[src/rtl/dp_sched_pkg.sv]
// Shared types for the data plane tx scheduler: FSM states, id/packet widths, timer helper.
// Pure definitions; no latency and no backpressure of its own.
package dp_sched_pkg;

  localparam int ID_W  = 16;
  localparam int PKT_W = 32;
  localparam int TMR_W = 8;

  typedef enum logic [2:0] {
    ST_IDLE,
    ST_RESERVE,
    ST_WAIT_ACK,
    ST_LAUNCH,
    ST_WAIT_DONE,
    ST_RELEASE,
    ST_FAIL
  } state_t;

  // Saturating increment so a stuck timer never wraps back under its threshold.
  function automatic logic [TMR_W-1:0] sat_inc(input logic [TMR_W-1:0] v);
    return (v == '1) ? v : v + 1'b1;
  endfunction

endpackage

[src/rtl/data_plane_tx_scheduler_rr_arbiter.sv]
// Round-robin pick: first set req bit at or after ptr, cyclically; one-hot and index out.
// Purely combinational, zero latency; no backpressure (gnt is zero when req is zero).
module rr_arbiter #(
  parameter int N    = 4,
  parameter int IDXW = $clog2(N)
) (
  input  logic [N-1:0]    req,
  input  logic [IDXW-1:0] ptr,
  output logic [N-1:0]    gnt,
  output logic [IDXW-1:0] idx
);

  logic            found;
  logic [IDXW-1:0] cand;

  always_comb begin
    gnt   = '0;
    idx   = '0;
    found = 1'b0;
    cand  = '0;
    for (int i = 0; i < N; i++) begin
      cand = IDXW'((int'(ptr) + i) % N);
      if (!found && req[cand]) begin
        found     = 1'b1;
        gnt[cand] = 1'b1;
        idx       = cand;
      end
    end
  end

endmodule

[src/rtl/data_plane_tx_scheduler.sv]
// Shares the data plane transmitter: arbitrate, reserve via control plane, launch, await completion.
// Latency: grant 1 cycle after req, strobe 1 later; requesters hold req until done/fail (no other backpressure).
module data_plane_tx_scheduler
  import dp_sched_pkg::*;
#(
  parameter int NUM_REQ      = 4,
  parameter int ACK_TIMEOUT  = 15,
  parameter int MAX_RETRY    = 3,
  parameter int DONE_TIMEOUT = 31
) (
  input  logic                    clk,
  input  logic                    rst,
  input  logic [ID_W-1:0]         node_id,
  input  logic [NUM_REQ-1:0]      req,
  input  logic [NUM_REQ*ID_W-1:0] req_dest,
  output logic [NUM_REQ-1:0]      grant,
  output logic [NUM_REQ-1:0]      done,
  output logic [NUM_REQ-1:0]      fail,
  output logic                    ctrl_tx_valid,
  output logic [PKT_W-1:0]        ctrl_tx_packet,
  input  logic                    ctrl_ack,
  input  logic [ID_W-1:0]         ctrl_ack_src,
  output logic                    data_tx_flag,
  input  logic                    data_tx_complete_flag,
  output logic                    busy
);

  localparam int IDXW = $clog2(NUM_REQ);
  localparam logic [TMR_W-1:0] ACK_TO  = TMR_W'(ACK_TIMEOUT);
  localparam logic [TMR_W-1:0] DONE_TO = TMR_W'(DONE_TIMEOUT);
  localparam logic [7:0]       RETRY_MAX = 8'(MAX_RETRY);

  state_t            state_q, state_d;
  logic [ID_W-1:0]   dest_q;
  logic [IDXW-1:0]   rr_ptr;
  logic [7:0]        retry_q;
  logic [TMR_W-1:0]  timer_q;

  logic [NUM_REQ-1:0] arb_gnt;
  logic [IDXW-1:0]    arb_idx;
  logic [ID_W-1:0]    arb_dest;
  logic [TMR_W-1:0]   timer_inc;
  logic [7:0]         retry_inc;
  logic               ack_hit, ack_to, done_to, self_dest;

  rr_arbiter #(.N(NUM_REQ), .IDXW(IDXW)) u_arb (
    .req (req),
    .ptr (rr_ptr),
    .gnt (arb_gnt),
    .idx (arb_idx)
  );

  assign arb_dest  = req_dest[arb_idx*ID_W +: ID_W];
  assign timer_inc = sat_inc(timer_q);
  assign retry_inc = retry_q + 8'd1;
  // Timeouts fire when the count being written reaches the threshold.
  assign ack_to    = (timer_inc >= ACK_TO);
  assign done_to   = (timer_inc >= DONE_TO);
  assign ack_hit   = ctrl_ack && (ctrl_ack_src == dest_q);
  assign self_dest = (dest_q == node_id);

  always_ff @(posedge clk or negedge rst) begin
    if (!rst) state_q <= ST_IDLE;
    else      state_q <= state_d;
  end

  always_comb begin
    state_d = state_q;
    case (state_q)
      ST_IDLE:      if (|req) state_d = ST_RESERVE;
      ST_RESERVE:   state_d = self_dest ? ST_FAIL : ST_WAIT_ACK;
      ST_WAIT_ACK: begin
        if (ack_hit)     state_d = ST_LAUNCH;
        else if (ack_to) state_d = (retry_inc < RETRY_MAX) ? ST_RESERVE : ST_FAIL;
      end
      ST_LAUNCH:    state_d = ST_WAIT_DONE;
      ST_WAIT_DONE: begin
        if (data_tx_complete_flag) state_d = ST_RELEASE;
        else if (done_to)          state_d = ST_FAIL;
      end
      ST_RELEASE,
      ST_FAIL:      state_d = ST_IDLE;
      default:      state_d = ST_IDLE;
    endcase
  end

  always_comb begin
    data_tx_flag = (state_q == ST_LAUNCH);
    done         = (state_q == ST_RELEASE) ? grant : '0;
    fail         = (state_q == ST_FAIL)    ? grant : '0;
    busy         = (state_q != ST_IDLE);
  end

  always_ff @(posedge clk or negedge rst) begin
    if (!rst) begin
      grant          <= '0;
      dest_q         <= '0;
      rr_ptr         <= '0;
      retry_q        <= '0;
      timer_q        <= '0;
      ctrl_tx_valid  <= 1'b0;
      ctrl_tx_packet <= '0;
    end else begin
      ctrl_tx_valid <= 1'b0;
      case (state_q)
        ST_IDLE: begin
          timer_q <= '0;
          if (|req) begin
            grant  <= arb_gnt;
            dest_q <= arb_dest;
            rr_ptr <= (arb_idx == IDXW'(NUM_REQ-1)) ? '0 : arb_idx + 1'b1;
          end
        end
        ST_RESERVE: begin
          timer_q <= '0;
          // A self-addressed request never reaches the control plane.
          if (!self_dest) begin
            ctrl_tx_valid  <= 1'b1;
            ctrl_tx_packet <= {dest_q, node_id};
          end
        end
        ST_WAIT_ACK: begin
          timer_q <= timer_inc;
          if (!ack_hit && ack_to) retry_q <= retry_inc;
        end
        ST_LAUNCH:    timer_q <= '0;
        ST_WAIT_DONE: timer_q <= timer_inc;
        ST_RELEASE,
        ST_FAIL: begin
          grant   <= '0;
          retry_q <= '0;
        end
        default: ;
      endcase
    end
  end

endmodule

[config.mk]
export PLATFORM = sky130hd
export DESIGN_NAME = data_plane_tx_scheduler
export DESIGN_NICKNAME = d
export VERILOG_FILES = /design/src/rtl/dp_sched_pkg.sv /design/src/rtl/data_plane_tx_scheduler_rr_arbiter.sv /design/src/rtl/data_plane_tx_scheduler.sv
export SDC_FILE = /design/constraint.sdc
export NUM_CORES = 1
export LEC_CHECK = 0
export ABC_AREA = 1
export BUFFER_PORTS_ARGS = -buffer_cell sky130_fd_sc_hd__buf_2
export CAP_MARGIN = 5
export CORE_ASPECT_RATIO = 1.4
export CORE_MARGIN = 2
export CORE_UTILIZATION = 50
export CTS_CLUSTER_DIAMETER = 50
export CTS_CLUSTER_SIZE = 20
export DETAILED_ROUTE_END_ITERATION = 8
export GPL_TIMING_DRIVEN = 0
export PLACE_DENSITY_LB_ADDON = 0.25
export RECOVER_POWER = 25
export SKIP_LAST_GASP = 1
export SYNTH_ARGS = -nofsm -noshare
export SYNTH_HDL_FRONTEND = slang
export SYNTH_SLANG_ARGS = --single-unit
export TNS_END_PERCENT = 5
[constraint.sdc]
create_clock -name clk -period 4.4 [get_ports clk]
set_input_delay 0.44 -clock clk [delete_from_list [all_inputs] [get_ports clk]]
set_output_delay 0.44 -clock clk [all_outputs]
set_load 0.02 [all_outputs]
* Yosys cells after proc, flatten, opt, wreduce, memory -nomap -nowiden
Cells that the tools add are included.
** Word-level totals
- Bits in registers :: 74
- Input bits :: 104
- Output and inout port bits :: 47
** Cells by class
- $add $sub $neg :: 6
- $lt $le $gt $ge :: 11
- Eq/ne operators :: 14
- Shifts and indexed selects :: 1
- Muxes and demuxes :: 46
- Bitwise logic cells :: 4
- Reductions and logical operators :: 27
** Operators by type and width (number)
- indexed part select 64 x 7 -> 16 bit :: 1
- == test 16 bit :: 2
- one-hot mux 8 bit (2 select lines) :: 2
- two-way mux 4 bit :: 7
- two-way mux 3 bit :: 7
- adder 8 x 1 -> 8 bit, second input constant :: 2
- two-way mux 8 bit :: 2
- one-hot mux 3 bit (5 select lines) :: 1
- two-way mux 1 bit :: 13
- < comparator 2 x 3 -> 1 bit, second input constant :: 4
- bitwise OR 4 bit :: 3
- two-way mux 2 bit :: 5
- == test 3 bit, second input constant :: 3
- logical AND 1 bit :: 9
- binary-select mux 1 bit (select 2 bit) :: 4
- demux 1 bit (select 2 bit) :: 4
- == test 8 bit, second input constant :: 1
- >= comparator 2 x 1 -> 1 bit, second input constant :: 4
- >= comparator 8 x 4 -> 1 bit, second input constant :: 1
- >= comparator 8 x 5 -> 1 bit, second input constant :: 1
- < comparator 8 x 2 -> 1 bit, second input constant :: 1
- one-hot mux 4 bit (2 select lines) :: 1
- AND reduction 2 bit :: 4
- == test 3 x 2 -> 1 bit, second input constant :: 2
- 15 further kinds :: 25

* Longest topological paths before layout
Gate-level depths: netlist of run 1.
- Depth in word-level cells :: 14
- Depth in mapped cells :: 15

* Hierarchy
From an unflattened synthesis of run 1, not the netlist that was laid out.
** Second synthesis, totals
- Cell total of the unflattened synthesis :: 692
- Area total of the unflattened synthesis :: 4897.2 um2
** Modules (own cells, without submodules)
- data_plane_tx_scheduler :: instances 1, cells each 610, area an instance 4381.7 um2
- rr_arbiter :: instances 1, cells each 82, area an instance 515.5 um2

* Worst setup path before layout of run 1
No wires, ideal clock.
- Path type :: register -> register
- Start :: register rr_ptr[0]
- End :: register dest_q[10]
- Library setup time :: 0.117 ns
- Arrival :: 2.070 ns
- Required time :: 4.283 ns
- Setup slack :: 2.213 ns
- Cell stages (with the launch flop) :: 15
- Path buffers :: 1
- Cell sequence :: dfrtp_1 > inv_2 > ha_1 > inv_1 > nand3_1 > nand2_1 > nor2_4 > nand2_1 > nand2_1 > nand2_4 > buf_2 > nand3_1 > nand3_2 > nand3_1 > nand2_1
** On the way
- Cells in the longest elaborated chain, start to end :: 13
** Ends and longest elaborated chain
- start: declaration :: RTL line data_plane_tx_scheduler.sv:35 : logic [IDXW-1:0] rr_ptr;
- start signal: assignment :: RTL line data_plane_tx_scheduler.sv:111 : rr_ptr <= (arb_idx == IDXW'(NUM_REQ-1)) ? '0 : arb_idx + 1'b1;
- parallel branches: the longest is 11 deep, another holds adder 2 x 1 -> 2 bit
- two-way mux 2 bit (*) :: RTL line data_plane_tx_scheduler_rr_arbiter.sv:23 : if (!found && req[cand]) begin
- indexed part select 64 x 7 -> 16 bit (*) :: RTL line data_plane_tx_scheduler.sv:53 : assign arb_dest = req_dest[arb_idx*ID_W +: ID_W];
- end signal: assignment :: RTL line data_plane_tx_scheduler.sv:110 : dest_q <= arb_dest;
- end: declaration :: RTL line data_plane_tx_scheduler.sv:34 : logic [ID_W-1:0] dest_q;
Every way passes the cells marked *. The select of a mux whose other input is x is not followed.
A chain may end at the register's enable or synchronous reset.

* Worst setup path in the final report of run 1
- Start :: register rr_ptr[0]
- End :: register dest_q[13]
Same word-level chain as after synthesis.

==> results.tsv, run 1 <==
metric	value	unit
status	finished, violations left	
violated checks	max-capacitance violations, max-slew violations	
Slew HR	-7.73	%
Avg Inst Size Synth	7.07	um^2
I/O pins	151	
Reg2Reg Setup Slack	1.73	ns
r2r worst-path depth	13	
Worst-Margin Slew	1.62	ns
pin count of the biggest net entering global routing	66	
row count	42	
GRT overflow	0	
GP Congestion	0.872	
CP Data Required Time	4.61	ns
H-tree depth	3	
Startpoint Class	flip-flop	
FF-to-FF End	dest_q[13]$_DFFE_PN0P_	
Leak	3.41	nW
Die Height	121	um
Synth top area share	37.8	%
top cells by area, synth	dfrtp_1 38%, nand2_1 18%, nand3_1 11%	
register bit count reported by yosys	74	
register area share after synthesis	37.8	%
cell area after layout	0.00619	mm^2
Yosys warning total	0	
CTS tree	built	
Max Fclk	375	MHz
cell count after placement	976	
clk slew on worst S/H paths	0.06	ns
worst hold-check path type	primary input to flip-flop	
WP data arrival	2.88	ns
ANT nets after route	0	
syn_nets	807	
fin nets	970	
die area	0.0106	mm^2
# diodes	0	
MaxCap Viol Count	1	
Cell Pwr Density	803	mW/mm^2
clock skew	0.00581	ns
hold path start	node_id[4]	
Port-buffer cells	150	
total placed instance area	0.00584	mm^2
Gate Count Post-Synth	693	
clk_lat worst skew	0.33	ns
first-pass GRT wire length	22200	um
final slew viol count	66	
initial antenna violation count	0	
layout cell share with drive strength beyond 1	25.3	%
vias in the first global route	5006	
RSZ-0062 raised after global routing	false	
Tmin final	2.67	ns
Max FO, Critical Path	10	
DP Wirelength	10800	um
setup TNS	0	ns
period utilization	60.7	%
Initial Util	51.5	%
Setup crit end kind	flip-flop	
Crit Path Class	flip-flop to flip-flop	
hold depth	3	
Vias	5149	
Yosys cell types	36	
final hold vios	0	
WHS Endpoint	ctrl_tx_packet[4]$_DFFE_PN0P_	
1st-pass router iterations	5	
r2r startpoint	rr_ptr[0]$_DFFE_PN0P_	
clock tree buffer depth	2	
Die X	87.7	um
CORE AREA	0.00951	mm^2
DRC viols	0	
cts repair resizes	0	
Synth area leader	dfrtp_1	
routed vias/inst	5.19	
final cell count without fillers	993	
maximum VDD drop	0.605	mV
Synth Cell Area	0.00490	mm^2
DRT iter0 DRCs	359	
# clock sinks	74	
GRT Overall Usage	26.2	%
CTS Root Cell	clkbuf_16	
Avg WL per Cell	13.8	um
total wire length	13700	um
total CTS buffers	9	
# setup viols final	0	
area delta synth->final	26.3	%
-- layer usage --
metal	up-vias	global-route usage, %	part of all wire (%)
li1	2564	-	-
met1	2327	30.2	40
met2	214	46.4	51
met3	44	4.42	5.6
met4	0	12.2	3.7
met5	-	0	0
-- state kept, by name (all words and copies together) (netlist names) --
register and flops:
ctrl_tx_packet 32, ctrl_tx_valid 1, dest_q 16, grant 4, retry_q 8, rr_ptr 2
state_q 3, timer_q 8
-- cells in the mapped netlist --
| master | count |
|---|---|
| a21oi_1 | 13 |
| a21oi_4 | 1 |
| a22oi_1 | 4 |
| a32o_1 | 1 |
| buf_1 | 1 |
| buf_2 | 7 |
| buf_4 | 4 |
| buf_6 | 1 |
| buf_8 | 1 |
| clkbuf_1 | 10 |
| clkinv_1 | 1 |
| dfrtp_1 | 74 |
| ha_1 | 10 |
| inv_1 | 68 |
| inv_2 | 2 |
| nand2_1 | 233 |
| nand2_2 | 9 |
| nand2_4 | 6 |
| nand3_1 | 107 |
| nand3_2 | 12 |
| nand3b_1 | 3 |
| nand4_1 | 4 |
| nand4_4 | 1 |
| nor2_1 | 37 |
| nor2_4 | 2 |
| nor2_8 | 1 |
| nor3_1 | 8 |
| nor4_1 | 1 |
| o211ai_1 | 1 |
| o21ai_0 | 35 |
| o21ai_1 | 3 |
| o21ai_2 | 1 |
| o22ai_1 | 7 |
| or2_2 | 4 |
| xnor2_1 | 4 |
| xor2_1 | 16 |
-- worst max-delay path by stage --
stage,start,cells past startpoint,to
6_report,rr_ptr[0]$_DFFE_PN0P_,13,dest_q[13]$_DFFE_PN0P_
5_1_grt,rst,3,ctrl_tx_packet[24]$_DFFE_PN0P_
4_1_cts,rr_ptr[0]$_DFFE_PN0P_,13,dest_q[13]$_DFFE_PN0P_
3_5_place_dp,rr_ptr[0]$_DFFE_PN0P_,13,dest_q[13]$_DFFE_PN0P_
3_3_place_gp,rr_ptr[0]$_DFFE_PN0P_,14,dest_q[0]$_DFFE_PN0P_
2_1_floorplan,rr_ptr[0]$_DFFE_PN0P_,14,dest_q[10]$_DFFE_PN0P_
-- logic make-up after synthesis --
kind of cell	after synthesis	share of synthesized area, %
buf+inv	95	8.15
compound gates	66	7.59
xor+xnor	20	3.58
simple gates	428	40.3
flops	74	37.8
fa+ha+maj	10	2.55
-- layout by cell type (no fill, tap or decap), drive strengths merged, types with 3 or more instances in the layout --
cell type	Yosys	layout
xnor2	4	4
nor3	8	8
xor2	16	16
o22ai	7	7
clkbuf	10	23
nand2	248	248
buf	14	163
nor2	40	40
nand3	119	119
nand3b	3	3
bufinv	0	3
or2	4	4
o21ai	39	39
nand4	5	5
ha	10	10
dfrtp	74	74
inv	70	72
a22oi	4	4
a21oi	14	14
-- stage by stage --
| step | setup slack [ns] | hold WS (ns) | total power, mW | utilization [%] |
|---|---|---|---|---|
| finish | 1.73 | 0.327 | 4.97 | 65.1 |
| global route | 1.36 | 0.337 | 5.36 | 65.1 |
| CTS | 1.76 | 0.323 | 4.97 | 65.3 |
| detailed placement | 1.77 | 0.293 | 4.08 | 61.4 |
| global placement | 1.87 | 0.460 | 3.99 | 61.1 |
| floorplan | 2.21 | 0.144 | 3.31 | - |
-- worst max-delay path, cell delays in order (launching register included) --
cell     delay [ns]
dfrtp_1        0.56
inv_2          0.21
ha_1           0.43
inv_1          0.11
nand3_1        0.08
nand2_1        0.15
nand3_1        0.12
nand2_1        0.10
nand2_2        0.08
a21oi_4        0.27
buf_6          0.19
nand3_1        0.09
nand3_1        0.10
nand2_1        0.06
-- area by class of cell --
class / instances / area [um^2]
inverters: 71 / 267
clock inverters: 5 / 108
flip-flops and latches: 74 / 1850
well taps: 132 / 165
plain buffers: 24 / 133
repair buffers: 152 / 764
multi-input cells: 524 / 2650
clock buffers: 11 / 253
fillers: 830 / 3320
-- power by group --
part           leakage [nW]  switching (mW)  internal (mW)
Clock                 0.177           0.283          0.589
Sequential            0.949           0.227          0.946
Combinational          2.29            1.92           1.01
Total                  3.41            2.43           2.55
-- timing repair --
action                    4_1_cts  5_1_grt
hold buffers                    1        0
setup buffers                   0        0
hold endpoints to repair        9        0
Power figures use the tool's default switching activity.
==> run 2: changes to the inputs <==
--- a/config.mk
+++ b/config.mk
@@ -10,7 +10,7 @@
 export CAP_MARGIN = 5
 export CORE_ASPECT_RATIO = 1.4
 export CORE_MARGIN = 2
-export CORE_UTILIZATION = 50
+export CORE_UTILIZATION = 47
 export CTS_CLUSTER_DIAMETER = 50
 export CTS_CLUSTER_SIZE = 20
 export DETAILED_ROUTE_END_ITERATION = 8
==> constraint.sdc (replaced) <==
create_clock -name clk -period 2.15 [get_ports clk]
set_input_delay 0.215 -clock clk [delete_from_list [all_inputs] [get_ports clk]]
set_output_delay 0.215 -clock clk [all_outputs]
set_load 0.02 [all_outputs]
==> results.tsv, run 2 (same netlist as run 1, synthesis figures left out) <==
metric	value	unit
Avg WL per Cell	13.9	um
busiest grt layer	met2	
post-route setup slack	0.000484	ns
Slew HR	52.0	%
Worst-Margin Slew	0.720	ns
DP Wirelength	10900	um
maximum VDD drop	1.16	mV
ANT nets after route	0	
Reg2Reg Setup Slack	0.0005	ns
clock skew	0.00476	ns
H-tree depth	3	
cell area after layout	0.00638	mm^2
CP Depth	14	
routed vias/inst	5.19	
CP Capture Point	dest_q[9]$_DFFE_PN0P_	
total CTS buffers	9	
# setup viols final	0	
WP data arrival	2.37	ns
FF-to-FF End	dest_q[9]$_DFFE_PN0P_	
Critical Path Most Common Cell	nand3_1	
Max stage delay cell, worst path	dfrtp_2	
Max Fclk	465	MHz
Seq pwr share	22.2	%
period utilization	100	%
DRT iter0 DRCs	242	
I/O pins	151	
most common cell after layout, fill and taps aside	nand2_1	
total placed instance area	0.00585	mm^2
final slew viol count	0	
Cell Pwr Density	1680	mW/mm^2
setup TNS	0	ns
Logic pwr share	62.9	%
Setup crit end kind	flip-flop	
DRC viols	0	
critical path cell sequence	inv_6 -> ha_4 -> inv_1 -> nand3_1 -> nand2_2 -> o21ai_1 -> nand2_2 -> nand2_4 -> nand2_8 -> buf_8 -> nand2_1 -> nand3_1 -> nand3_1 -> nand2_1	
GP Congestion	0.935	
clk slew on worst S/H paths	0.06	ns
status	finished clean	
Startpoint Class	flip-flop	
GRT Overall Usage	25.0	%
met3 usage	3.09	%
total wire length	14100	um
1st-pass router iterations	8	
vias in the first global route	5194	
clock power share	14.9	%
Leak	3.48	nW
switching share of power	48.8	%
# clock sinks	74	
area delta synth->final	30.3	%
layout cell share with drive strength beyond 1	28.9	%
CP max stage delay	0.40	ns
Vias	5249	
r2r startpoint	rr_ptr[0]$_DFFE_PN0P_	
Setup crit start	rr_ptr[0]$_DFFE_PN0P_	
Pint	5.50	mW
Fin Hold WS	0.110	ns
met1 Use GR	28.8	%
worst hold-check path type	primary input to flip-flop	
row count	44	
initial antenna violation count	0	
CTS Root Cell	clkbuf_16	
Die X	90.3	um
pin count of the biggest net entering global routing	45	
Largest regs	ctrl_tx_packet (32), dest_q (16)	
post-place setup slack	-0.405	ns
MaxCap Viol Count	0	
CP bufs+invs	3	
Initial Util	47.8	%
die area	0.0113	mm^2
Crit path max-delay family	simple AND/OR/NAND/NOR gates	
Port-buffer cells	150	
CP Data Required Time	2.37	ns
total power	10.7	mW
CORE AREA	0.0102	mm^2
Tmin final	2.15	ns
most frequent cells in the layout	228 x nand2_1, 153 x buf_2, 103 x nand3_1	
first-pass GRT wire length	23200	um
GRT overflow	0	
Largest register FFs	32	
# diodes	0	
CTS tree	built	
P_sw	5.24	mW
RSZ-0062 raised after global routing	true	
fin nets	983	
Crit Path Class	flip-flop to flip-flop	
r2r worst-path depth	14	
Max FO, Critical Path	10	
clk_lat worst skew	0.33	ns
global routing met2 resource utilization	45.7	%
Die Height	125	um
final hold vios	0	
Top reg by flops	ctrl_tx_packet	
clock tree buffer depth	2	
-- run 2: cell count changes in the layout (fill, tap and decap cells not counted), moves of 3 or more --
cell / change
buf_4: +11
buf_6: +5
nand2_1: -5
nand2_2: +5
clkbuf_1: -4
clkbuf_2: +4
nand3_1: -4
buf_2: -3
inv_1: -3
nand3_2: +3
-- run 2: layout make-up --
cell class                      instances  area, um^2
Clock inverter                          6        90.1
Multi-Input combinational cell        524        2720
Fill cell                             960        3850
Inverter                               71         274
Tap cell                              138         173
Timing Repair Buffer                  166         873
Clock buffer                           10         229
Sequential cell                        74        1850
Buffer                                 23         168
-- run 2: how the worst min path moves through the flow --
stage,startpoint,to,slack (ns),cells past startpoint
after detailed placement,rst,timer_q[3]$_DFFE_PN0P_,0.17,1
final,node_id[1],ctrl_tx_packet[1]$_DFFE_PN0P_,0.11,3
after floorplan,rst,ctrl_tx_packet[0]$_DFFE_PN0P_,-0.08,0
after CTS,node_id[1],ctrl_tx_packet[1]$_DFFE_PN0P_,0.11,3
after global routing,node_id[4],ctrl_tx_packet[4]$_DFFE_PN0P_,0.12,3
after global placement,node_id[4],ctrl_tx_packet[4]$_DFFE_PN0P_,0.45,3
-- run 2: worst reg2reg max path, stage by stage, from the launching register on --
cell and delay (ns):
dfrtp_2 0.40, inv_6 0.07, ha_4 0.30, inv_1 0.06, nand3_1 0.09, nand2_2 0.09
o21ai_1 0.19, nand2_2 0.09, nand2_4 0.16, nand2_8 0.09, buf_8 0.15, nand2_1 0.06
nand3_1 0.12, nand3_1 0.11, nand2_1 0.05
-- run 2: power by group through the flow --
| stage | Sequential, mW | Clock [mW] | Combinational, mW |
|---|---|---|---|
| after detailed placement | 2.42 | 0 | 5.97 |
| after CTS | 2.37 | 1.62 | 6.21 |
| after global routing | 2.46 | 1.68 | 7.42 |
| final | 2.38 | 1.60 | 6.76 |
| after global placement | 2.40 | 0 | 5.82 |
| after floorplan | 2.67 | 0 | 4.12 |
-- run 2: repair_timing --
action | CTS | global route
endpoints found under the hold margin | 30 | 0
cloned | 0 | 1
pin swaps | 2 | 6
setup buffers | 3 | 10
endpoints found under the setup margin | 35 | 58
hold buffers | 1 | 0
resized for setup | 9 | 36
-- run 2: metal layers --
metal / part of all wire (%) / wire length (um)
met5: 0 / 0
met1: 40 / 5610
met4: 3.3 / 471
met3: 5.7 / 808
met2: 51 / 7180
-- run 2: metrics by stage --
stage	std cells	util (%)
after floorplan	693	-
after global placement	981	56.9
after detailed placement	982	57.1
after CTS	1002	60.8
after global routing	1012	62.4
final	1012	62.4
==> run 3: changes to the inputs <==
--- a/config.mk
+++ b/config.mk
@@ -6,8 +6,8 @@
 export NUM_CORES = 1
 export LEC_CHECK = 0
 export ABC_AREA = 1
-export BUFFER_PORTS_ARGS = -buffer_cell sky130_fd_sc_hd__buf_2
-export CAP_MARGIN = 5
+export BUFFER_PORTS_ARGS = -buffer_cell sky130_fd_sc_hd__clkbuf_2
+export CAP_MARGIN = 0
 export CORE_ASPECT_RATIO = 1.4
 export CORE_MARGIN = 2
 export CORE_UTILIZATION = 47
==> results.tsv, run 3 (same netlist as run 1, synthesis figures left out) <==
metric	value	unit
initial antenna violation count	0	
GRT Overall Usage	24.9	%
post-route setup slack	0.0361	ns
RSZ-0062 raised after global routing	true	
Cell Pwr Density	1640	mW/mm^2
Leak	3.45	nW
maximum VDD drop	1.20	mV
DRC viols	0	
GP Congestion	0.939	
Top reg by flops	ctrl_tx_packet	
clk slew on worst S/H paths	0.06	ns
cell area after layout	0.00629	mm^2
r2r worst-path depth	15	
Max stage delay cell, worst path	dfrtp_2	
layout cell share with drive strength beyond 1	27.3	%
setup TNS	0	ns
Avg WL per Cell	13.8	um
status	finished clean	
Max FO, Critical Path	10	
first-pass GRT wire length	22700	um
Vias	5172	
clock tree buffer depth	2	
r2r startpoint	rr_ptr[1]$_DFFE_PN0P_	
Critical Path Most Common Cell	nand2_1	
CP Capture Point	dest_q[9]$_DFFE_PN0P_	
total power	10.3	mW
wire length on met2	6800	um
I/O pins	151	
Initial Util	47.8	%
H-tree depth	3	
post-place setup slack	-0.399	ns
routed vias/inst	5.15	
Worst-Margin Slew	1.12	ns
Crit Path Class	flip-flop to flip-flop	
Setup crit end kind	flip-flop	
fin nets	976	
Tmin final	2.11	ns
Die X	90.3	um
Largest regs	ctrl_tx_packet (32), dest_q (16)	
FF-to-FF End	dest_q[9]$_DFFE_PN0P_	
most common cell after layout, fill and taps aside	nand2_1	
CP max stage delay	0.40	ns
worst hold-check path type	primary input to flip-flop	
routed wl met3	752	um
clock skew	0.00503	ns
Fill cells	988	
critical path cell sequence	inv_2 -> ha_4 -> inv_1 -> nand3_1 -> nand2_2 -> nor2_4 -> nand2_1 -> nand2_1 -> nand2_4 -> nand2_4 -> buf_6 -> nand2_1 -> nand3_1 -> nand3_1 -> nand2_1	
Die Height	125	um
MaxCap Viol Count	0	
Port-buffer cells	150	
Fin Hold WS	0.114	ns
CP Data Required Time	2.42	ns
DR top layer	met4	
# diodes	0	
DRT iter0 DRCs	289	
most frequent cells in the layout	229 x nand2_1, 151 x clkbuf_2, 106 x nand3_1	
area delta synth->final	28.5	%
total placed instance area	0.00585	mm^2
routed length on met1	5600	um
total wire length	13800	um
vias in the first global route	5049	
Startpoint Class	flip-flop	
# clock sinks	74	
Setup crit start	rr_ptr[1]$_DFFE_PN0P_	
WP data arrival	2.38	ns
CTS tree	built	
GRT overflow	0	
Reg2Reg Setup Slack	0.04	ns
final hold vios	0	
total CTS buffers	9	
Slew HR	25.5	%
Max Fclk	473	MHz
period utilization	98.3	%
row count	44	
Largest register FFs	32	
1st-pass router iterations	5	
clk_lat worst skew	0.33	ns
die area	0.0113	mm^2
pin count of the biggest net entering global routing	57	
ANT nets after route	0	
final slew viol count	0	
CTS Root Cell	clkbuf_16	
CORE AREA	0.0102	mm^2
DP Wirelength	10800	um
# setup viols final	0	
==> run 3: changes by cell type in the layout (fill, tap and decap cells not counted), sizes merged <==
cell / delta
buf: -155
clkbuf: +148
==> run 3: repair_timing <==
item,CTS,global route
gates resized for setup,8,19
setup buffers,3,4
hold buffers,1,0
pin swaps,2,3
setup endpoints to repair,41,60
endpoints found under the hold margin,18,0
==> run 3: final cells by class <==
| type | count | area [um^2] | share of cell area (%) |
|---|---|---|---|
| Clock inverter | 6 | 90.1 | 1.43 |
| Multi-Input combinational cell | 524 | 2690 | 42.7 |
| Timing Repair Buffer | 159 | 840 | 13.3 |
| Sequential cell | 74 | 1850 | 29.5 |
| Tap cell | 138 | 173 | 2.74 |
| Buffer | 23 | 150 | 2.39 |
| Inverter | 71 | 272 | 4.31 |
| Clock buffer | 10 | 229 | 3.64 |
==> run 3: worst max-delay path: cells and delay by family (launching register included) <==
kind | cells | cell delay (ns)
fa+ha+maj | 1 | 0.30
buf+inv | 3 | 0.30
flops | 1 | 0.40
simple gates | 11 | 1.03
==> run 3: power by group <==
| group | leakage [nW] | total [mW] | switching (mW) | internal [mW] |
|---|---|---|---|---|
| registers | 0.946 | 2.39 | 0.448 | 1.94 |
| logic | 2.35 | 6.34 | 4.05 | 2.29 |
| clock network | 0.153 | 1.61 | 0.585 | 1.02 |
| total | 3.45 | 10.3 | 5.08 | 5.25 |
==> run 3: through the flow <==
stage | utilization (%) | instances
2_1_floorplan | - | 693
3_3_place_gp | 56.9 | 981
3_5_place_dp | 57.2 | 982
4_1_cts | 60.8 | 1002
5_1_grt | 61.5 | 1005
6_report | 61.5 | 1005
==> run 3: worst min path at each step <==
stage                     startpoint                            end  slack [ns]  cells past startpoint
after detailed placement         rst         timer_q[0]$_DFFE_PN0P_        0.14                      1
final                     node_id[1]  ctrl_tx_packet[1]$_DFFE_PN0P_        0.11                      3
after global placement    node_id[4]  ctrl_tx_packet[4]$_DFFE_PN0P_        0.45                      3
after CTS                 node_id[1]  ctrl_tx_packet[1]$_DFFE_PN0P_        0.11                      3
after floorplan                  rst  ctrl_tx_packet[0]$_DFFE_PN0P_       -0.08                      0
after global routing      node_id[1]  ctrl_tx_packet[1]$_DFFE_PN0P_        0.12                      3
==> run 3: routing by layer <==
| metal | vias up | global-route usage, % |
|---|---|---|
| met5 | - | 0 |
| met4 | 0 | 13.9 |
| met3 | 48 | 4.96 |
| met2 | 221 | 42.8 |
| met1 | 2328 | 28.8 |
| li1 | 2575 | - |
